[config.mk]
export PLATFORM = sky130hd
export DESIGN_NAME = k_regfile_bypass_flat
export DESIGN_NICKNAME = d
export VERILOG_FILES = /design/src/rtl/k_regfile_bypass_if.sv /design/src/rtl/k_regfile_bypass.sv /design/src/flat_wrapper.sv
export SDC_FILE = /design/constraint.sdc
export NUM_CORES = 1
export LEC_CHECK = 0
export BUFFER_PORTS_ARGS = -buffer_cell sky130_fd_sc_hd__buf_4
export CAP_MARGIN = 20
export CORE_MARGIN = 4
export CORE_UTILIZATION = 31
export DETAILED_ROUTE_END_ITERATION = 10
export MAX_ROUTING_LAYER = met4
export PLACE_DENSITY_LB_ADDON = 0.3
export SYNTH_ARGS = -nofsm -noshare
export SYNTH_HDL_FRONTEND = slang
export SYNTH_SLANG_ARGS = --single-unit
[constraint.sdc]
create_clock -name clock -period 6.75 [get_ports clock]
set_input_delay 0.675 -clock clock [delete_from_list [all_inputs] [get_ports clock]]
set_output_delay 0.675 -clock clock [all_outputs]
set_load 0.03 [all_outputs]
[src/rtl/k_regfile_bypass_if.sv]
// Decode-side bus of the register file: read/write addresses, write data and registered operands.
// The master modport is the address supplier, the slave modport is the register file.
interface k_regfile_bypass_if #(
    parameter int DATA_W = 32,
    parameter int ADDR_W = 5
);
    logic [ADDR_W-1:0] rs;
    logic [ADDR_W-1:0] rt;
    logic              rs_en;
    logic              rt_en;
    logic [ADDR_W-1:0] rd;
    logic [DATA_W-1:0] K_write_data;
    logic              K_Regwrite;
    logic [DATA_W-1:0] K_in1;
    logic [DATA_W-1:0] K_in2;
    logic              ready;

    modport master (
        output rs, rt, rs_en, rt_en, rd, K_write_data, K_Regwrite,
        input  K_in1, K_in2, ready
    );

    modport slave (
        input  rs, rt, rs_en, rt_en, rd, K_write_data, K_Regwrite,
        output K_in1, K_in2, ready
    );
endinterface

[src/rtl/k_regfile_bypass.sv]
// Two-read/one-write register file with stall hold and a post-reset clear sweep.
// Define KRF_BYPASS_EN for write-first same-edge forwarding; default build is read-first.
//
//   state    | meaning
//   ST_CLEAR | sweeping every entry to zero, writes ignored, reads load 0
//   ST_IDLE  | normal operation, ready=1
module k_regfile_bypass #(
    parameter int DATA_W   = 32,
    parameter int ADDR_W   = 5,
    parameter int ZERO_REG = 1
) (
    input  logic               clock,
    input  logic               reset,
    k_regfile_bypass_if.slave  bus
);
    localparam int DEPTH = 2 ** ADDR_W;

    typedef enum logic {
        ST_CLEAR,
        ST_IDLE
    } state_t;

    state_t            r_state;
    logic [ADDR_W-1:0] r_cnt;
    logic              r_ready;
    logic [DATA_W-1:0] r_k_in1;
    logic [DATA_W-1:0] r_k_in2;
    logic [DATA_W-1:0] r_regs [DEPTH];

    logic              w_wr_ok;
    logic              w_zero_a;
    logic              w_zero_b;
    logic              w_byp_a;
    logic              w_byp_b;
    logic [DATA_W-1:0] w_val_a;
    logic [DATA_W-1:0] w_val_b;

    assign w_zero_a = (ZERO_REG != 0) && (bus.rs == '0);
    assign w_zero_b = (ZERO_REG != 0) && (bus.rt == '0);
    assign w_wr_ok  = bus.K_Regwrite && (r_state == ST_IDLE) &&
                      !((ZERO_REG != 0) && (bus.rd == '0));

`ifdef KRF_BYPASS_EN
    assign w_byp_a = w_wr_ok && (bus.rs == bus.rd);
    assign w_byp_b = w_wr_ok && (bus.rt == bus.rd);
`else
    assign w_byp_a = 1'b0;
    assign w_byp_b = 1'b0;
`endif

    // zero register wins over forwarding
    assign w_val_a = w_zero_a ? '0 : (w_byp_a ? bus.K_write_data : r_regs[bus.rs]);
    assign w_val_b = w_zero_b ? '0 : (w_byp_b ? bus.K_write_data : r_regs[bus.rt]);

    always_ff @(posedge clock) begin
        if (reset) begin
            r_state <= ST_CLEAR;
            r_cnt   <= '0;
            r_ready <= 1'b0;
            r_k_in1 <= '0;
            r_k_in2 <= '0;
        end else begin
            case (r_state)
                ST_CLEAR: begin
                    r_regs[r_cnt] <= '0;
                    r_cnt         <= r_cnt + 1'b1;
                    if (r_cnt == ADDR_W'(DEPTH - 1)) begin
                        r_state <= ST_IDLE;
                        r_ready <= 1'b1;
                    end
                    if (bus.rs_en) r_k_in1 <= '0;
                    if (bus.rt_en) r_k_in2 <= '0;
                end
                ST_IDLE: begin
                    if (w_wr_ok) r_regs[bus.rd] <= bus.K_write_data;
                    if (bus.rs_en) r_k_in1 <= w_val_a;
                    if (bus.rt_en) r_k_in2 <= w_val_b;
                end
                default: r_state <= ST_CLEAR;
            endcase
        end
    end

    assign bus.K_in1 = r_k_in1;
    assign bus.K_in2 = r_k_in2;
    assign bus.ready = r_ready;
endmodule
[src/flat_wrapper.sv]
// flat-port wrapper written by rule: the top's interface ports become plain ports
module k_regfile_bypass_flat 
#(
    parameter int DATA_W   = 32,
    parameter int ADDR_W   = 5,
    parameter int ZERO_REG = 1
)
  (clock, reset, bus_rs, bus_rt, bus_rs_en, bus_rt_en, bus_rd, bus_K_write_data, bus_K_Regwrite, bus_K_in1, bus_K_in2, bus_ready);
  k_regfile_bypass_if #(.DATA_W(DATA_W), .ADDR_W(ADDR_W)) bus_i ();
  input  logic clock;
  input  logic reset;
  input wire logic [$bits(bus_i.rs)-1:0] bus_rs;
  input wire logic [$bits(bus_i.rt)-1:0] bus_rt;
  input wire logic [$bits(bus_i.rs_en)-1:0] bus_rs_en;
  input wire logic [$bits(bus_i.rt_en)-1:0] bus_rt_en;
  input wire logic [$bits(bus_i.rd)-1:0] bus_rd;
  input wire logic [$bits(bus_i.K_write_data)-1:0] bus_K_write_data;
  input wire logic [$bits(bus_i.K_Regwrite)-1:0] bus_K_Regwrite;
  output wire logic [$bits(bus_i.K_in1)-1:0] bus_K_in1;
  output wire logic [$bits(bus_i.K_in2)-1:0] bus_K_in2;
  output wire logic [$bits(bus_i.ready)-1:0] bus_ready;
  assign bus_i.rs = bus_rs;
  assign bus_i.rt = bus_rt;
  assign bus_i.rs_en = bus_rs_en;
  assign bus_i.rt_en = bus_rt_en;
  assign bus_i.rd = bus_rd;
  assign bus_i.K_write_data = bus_K_write_data;
  assign bus_i.K_Regwrite = bus_K_Regwrite;
  assign bus_K_in1 = bus_i.K_in1;
  assign bus_K_in2 = bus_i.K_in2;
  assign bus_ready = bus_i.ready;
  k_regfile_bypass #(.DATA_W(DATA_W), .ADDR_W(ADDR_W), .ZERO_REG(ZERO_REG)) u_core (.clock(clock), .reset(reset), .bus(bus_i));
endmodule
==> flow_summary.ini <==
[grt]
grt.overflow.total = 0
grtUsageTotal_pct = 20.1
grt_max_degree = 92
antenna_found_initial = 3
grt_first_pass_wirelength_um = 231000
grt_pass1_vias = 29600

[clock_network]
cts_sinks = 1095
postCtsHoldBufs = 0
clk_latency_ns = 0.73
clk_pin_slew_ns = 0.06
cts_buffers = 113
post-cts-setup-buffers = 0
ctsRootBufferMaster = clkbuf_16
ctsResizeCount = 0
clockBufferDepth = 3
cts_tree = done
htreeDepth = 3

[layout]
syn2layout_area_growth_pct = 15.2
layout-drive-gt1-share_pct = 30.1
final_common_cell = edfxtp_1
fillers = 14700
layout_common_cells = 1024 x edfxtp_1, 364 x mux4_2, 253 x mux2i_1
finalNetCount = 2851
final_util_pct = 36.0

[run]
drv.max_cap_violation_count = 0

[logic_synthesis]
synth_edf_count = 1024
syn-instance-count = 2691
synth_nets = 2745
synth-seq-cells = 1095
ys_seq_area_share_pct = 64.9
synth_ff_type = edfxtp_1
async_flop_share_pct = 0
syn_area_per_cell_um2 = 18.4
yosysWarnings = 0
syn_area_um2 = 49500
synth.distinct_cells = 52

[drt]
final_antenna_net_count = 0
avgViaCountPerCell = 5.95
num_vias = 29600
dr.pass1.iters = 5
drtIter0Drc = 3867
routedWlPerCell_um = 33.7
wl_um = 167000
drcViolationCount = 0

[critical_path]
cp-end-kind = flop
worstPathMaxFanout = 48
cp.required_ns = 7.09
path_class = reg2reg
arrival_ns = 4.31
setup.worst_path.start_class = flop

[placement]
place_hpwl_um = 94400
place.gp.congestion = 0.819
numPortBuffers = 116

[pwr]
vdd_ir_drop_max_mv = 0.203
p_leak_uw = 0.0167
powerDensity_nw_per_um2 = 257

[timing]
finClkSkew_ns = 0.0283
max_freq_mhz = 252
min_period_over_period_pct = 58.8
min_period_ns = 3.97
tightest_slew_ns = 1.24
finalSetupViolCount = 0
drv_slew = 0
slew_headroom_pct = 17.0
tns_ns = 0
rsz0062_at_grt = no
final-hold-violation-count = 0

[floorplan]
die_w_um = 408
io_pins = 117
fp.dieArea_um2 = 166000
initial_core_util_pct = 31.2
fp.dieH_um = 408
core_area_um2 = 159000
rows = 146

[outcome]
status = completed

[min_path]
hp-class = in2reg
==> routing by layer <==
metal	global-route usage [%]	wire length, um	up-vias
li1	-	-	11800
met5	-	0	-
met3	4.08	14800	256
met4	5.00	4380	0
met2	30.2	75900	1572
met1	28.1	72100	15900
==> cell usage after synthesis, drive strengths merged (5+ instances only) <==
cell / instances / area [um^2]
buf: 115 / 733
a2111oi: 54 / 548
a21oi: 125 / 626
o22ai: 65 / 407
a211o: 7 / 61.3
inv: 5 / 18.8
and2: 36 / 225
a31oi: 6 / 37.5
mux2i: 253 / 2530
a32o: 18 / 180
edfxtp: 1024 / 30700
a211oi: 13 / 97.6
a22o: 88 / 771
o221ai: 58 / 508
nor2: 50 / 188
nand2: 30 / 115
nor2b: 18 / 113
a221o: 7 / 70.1
mux2: 58 / 653
a22oi: 66 / 495
dfxtp: 71 / 1420
mux4: 364 / 8200
clkbuf: 112 / 420
==> worst max-delay path, stage by stage, from the launching register on <==
cell and delay (ns):
dfxtp_1 0.56, nand3b_1 0.23, a21oi_4 0.15, buf_4 0.47
a41oi_1 0.56, nor2_4 0.98, buf_4 0.60
==> flip-flops by register name (all words and copies together), names as in the netlist <==
register / count
u_core.r_regs: 1024
u_core.bus.K_in2: 32
u_core.bus.ready: 1
u_core.r_state: 1
u_core.bus.K_in1: 32
u_core.r_cnt: 5
==> cell type report <==
class                           instances  area [um^2]  share of cell area [%]
Tap cell                             2072         2590                    4.54
Clock inverter                         58          598                    1.05
Timing Repair Buffer                  218         2010                    3.53
Sequential cell                      1095        32200                    56.4
Inverter                                5         18.8                  0.0329
Antenna cell                            1         2.50                 0.00439
Multi-Input combinational cell       1364        16500                    29.0
Clock buffer                          152         3130                    5.48
==> path summary, 6_finish.rpt <==
path	start	end	slack (ns)	depth (start not counted)
max	u_core.r_state	u_core.r_regs[23][31]	2.78	6
max reg2reg	u_core.r_state	u_core.r_regs[23][31]	2.78	6
min reg2reg	u_core.bus.K_in2[11]	u_core.bus.K_in2[11]	0.48	1
min	reset	u_core.r_cnt[1]	0.27	2
==> kinds of logic (layout without fill, tap and decap cells) <==
family	Yosys count	count (layout)	synth area share, %
AOI/OAI and AO/OA	522	522	7.92
xor gates and xnor gates	3	3	0.0531
buffers and inverters	232	433	2.37
other	0	1	0
adders and majority gates	2	2	0.0505
DFF	1095	1095	64.9
and+or+nand+nor	162	162	1.68
muxes	675	675	23.0
==> power by group <==
part | switching (uW) | internal (uW)
clock network | 2690 | 3660
registers | 22.1 | 7360
logic | 603 | 344
total | 3320 | 11400
==> per-stage QoR <==
stage	power, uW	instance area (um^2)	worst slack [ns]	hold WS [ns]	std cells
after global routing	15100	57100	2.67	0.247	4965
after global placement	8470	52900	2.60	0.464	4735
final	14700	57100	2.78	0.270	4965
after floorplan	8110	49500	3.14	0.551	2691
after CTS	14800	56800	2.87	0.230	4954
after detailed placement	8470	53100	2.51	0.470	4744
No activity file was read; power rests on OpenSTA's default activity.
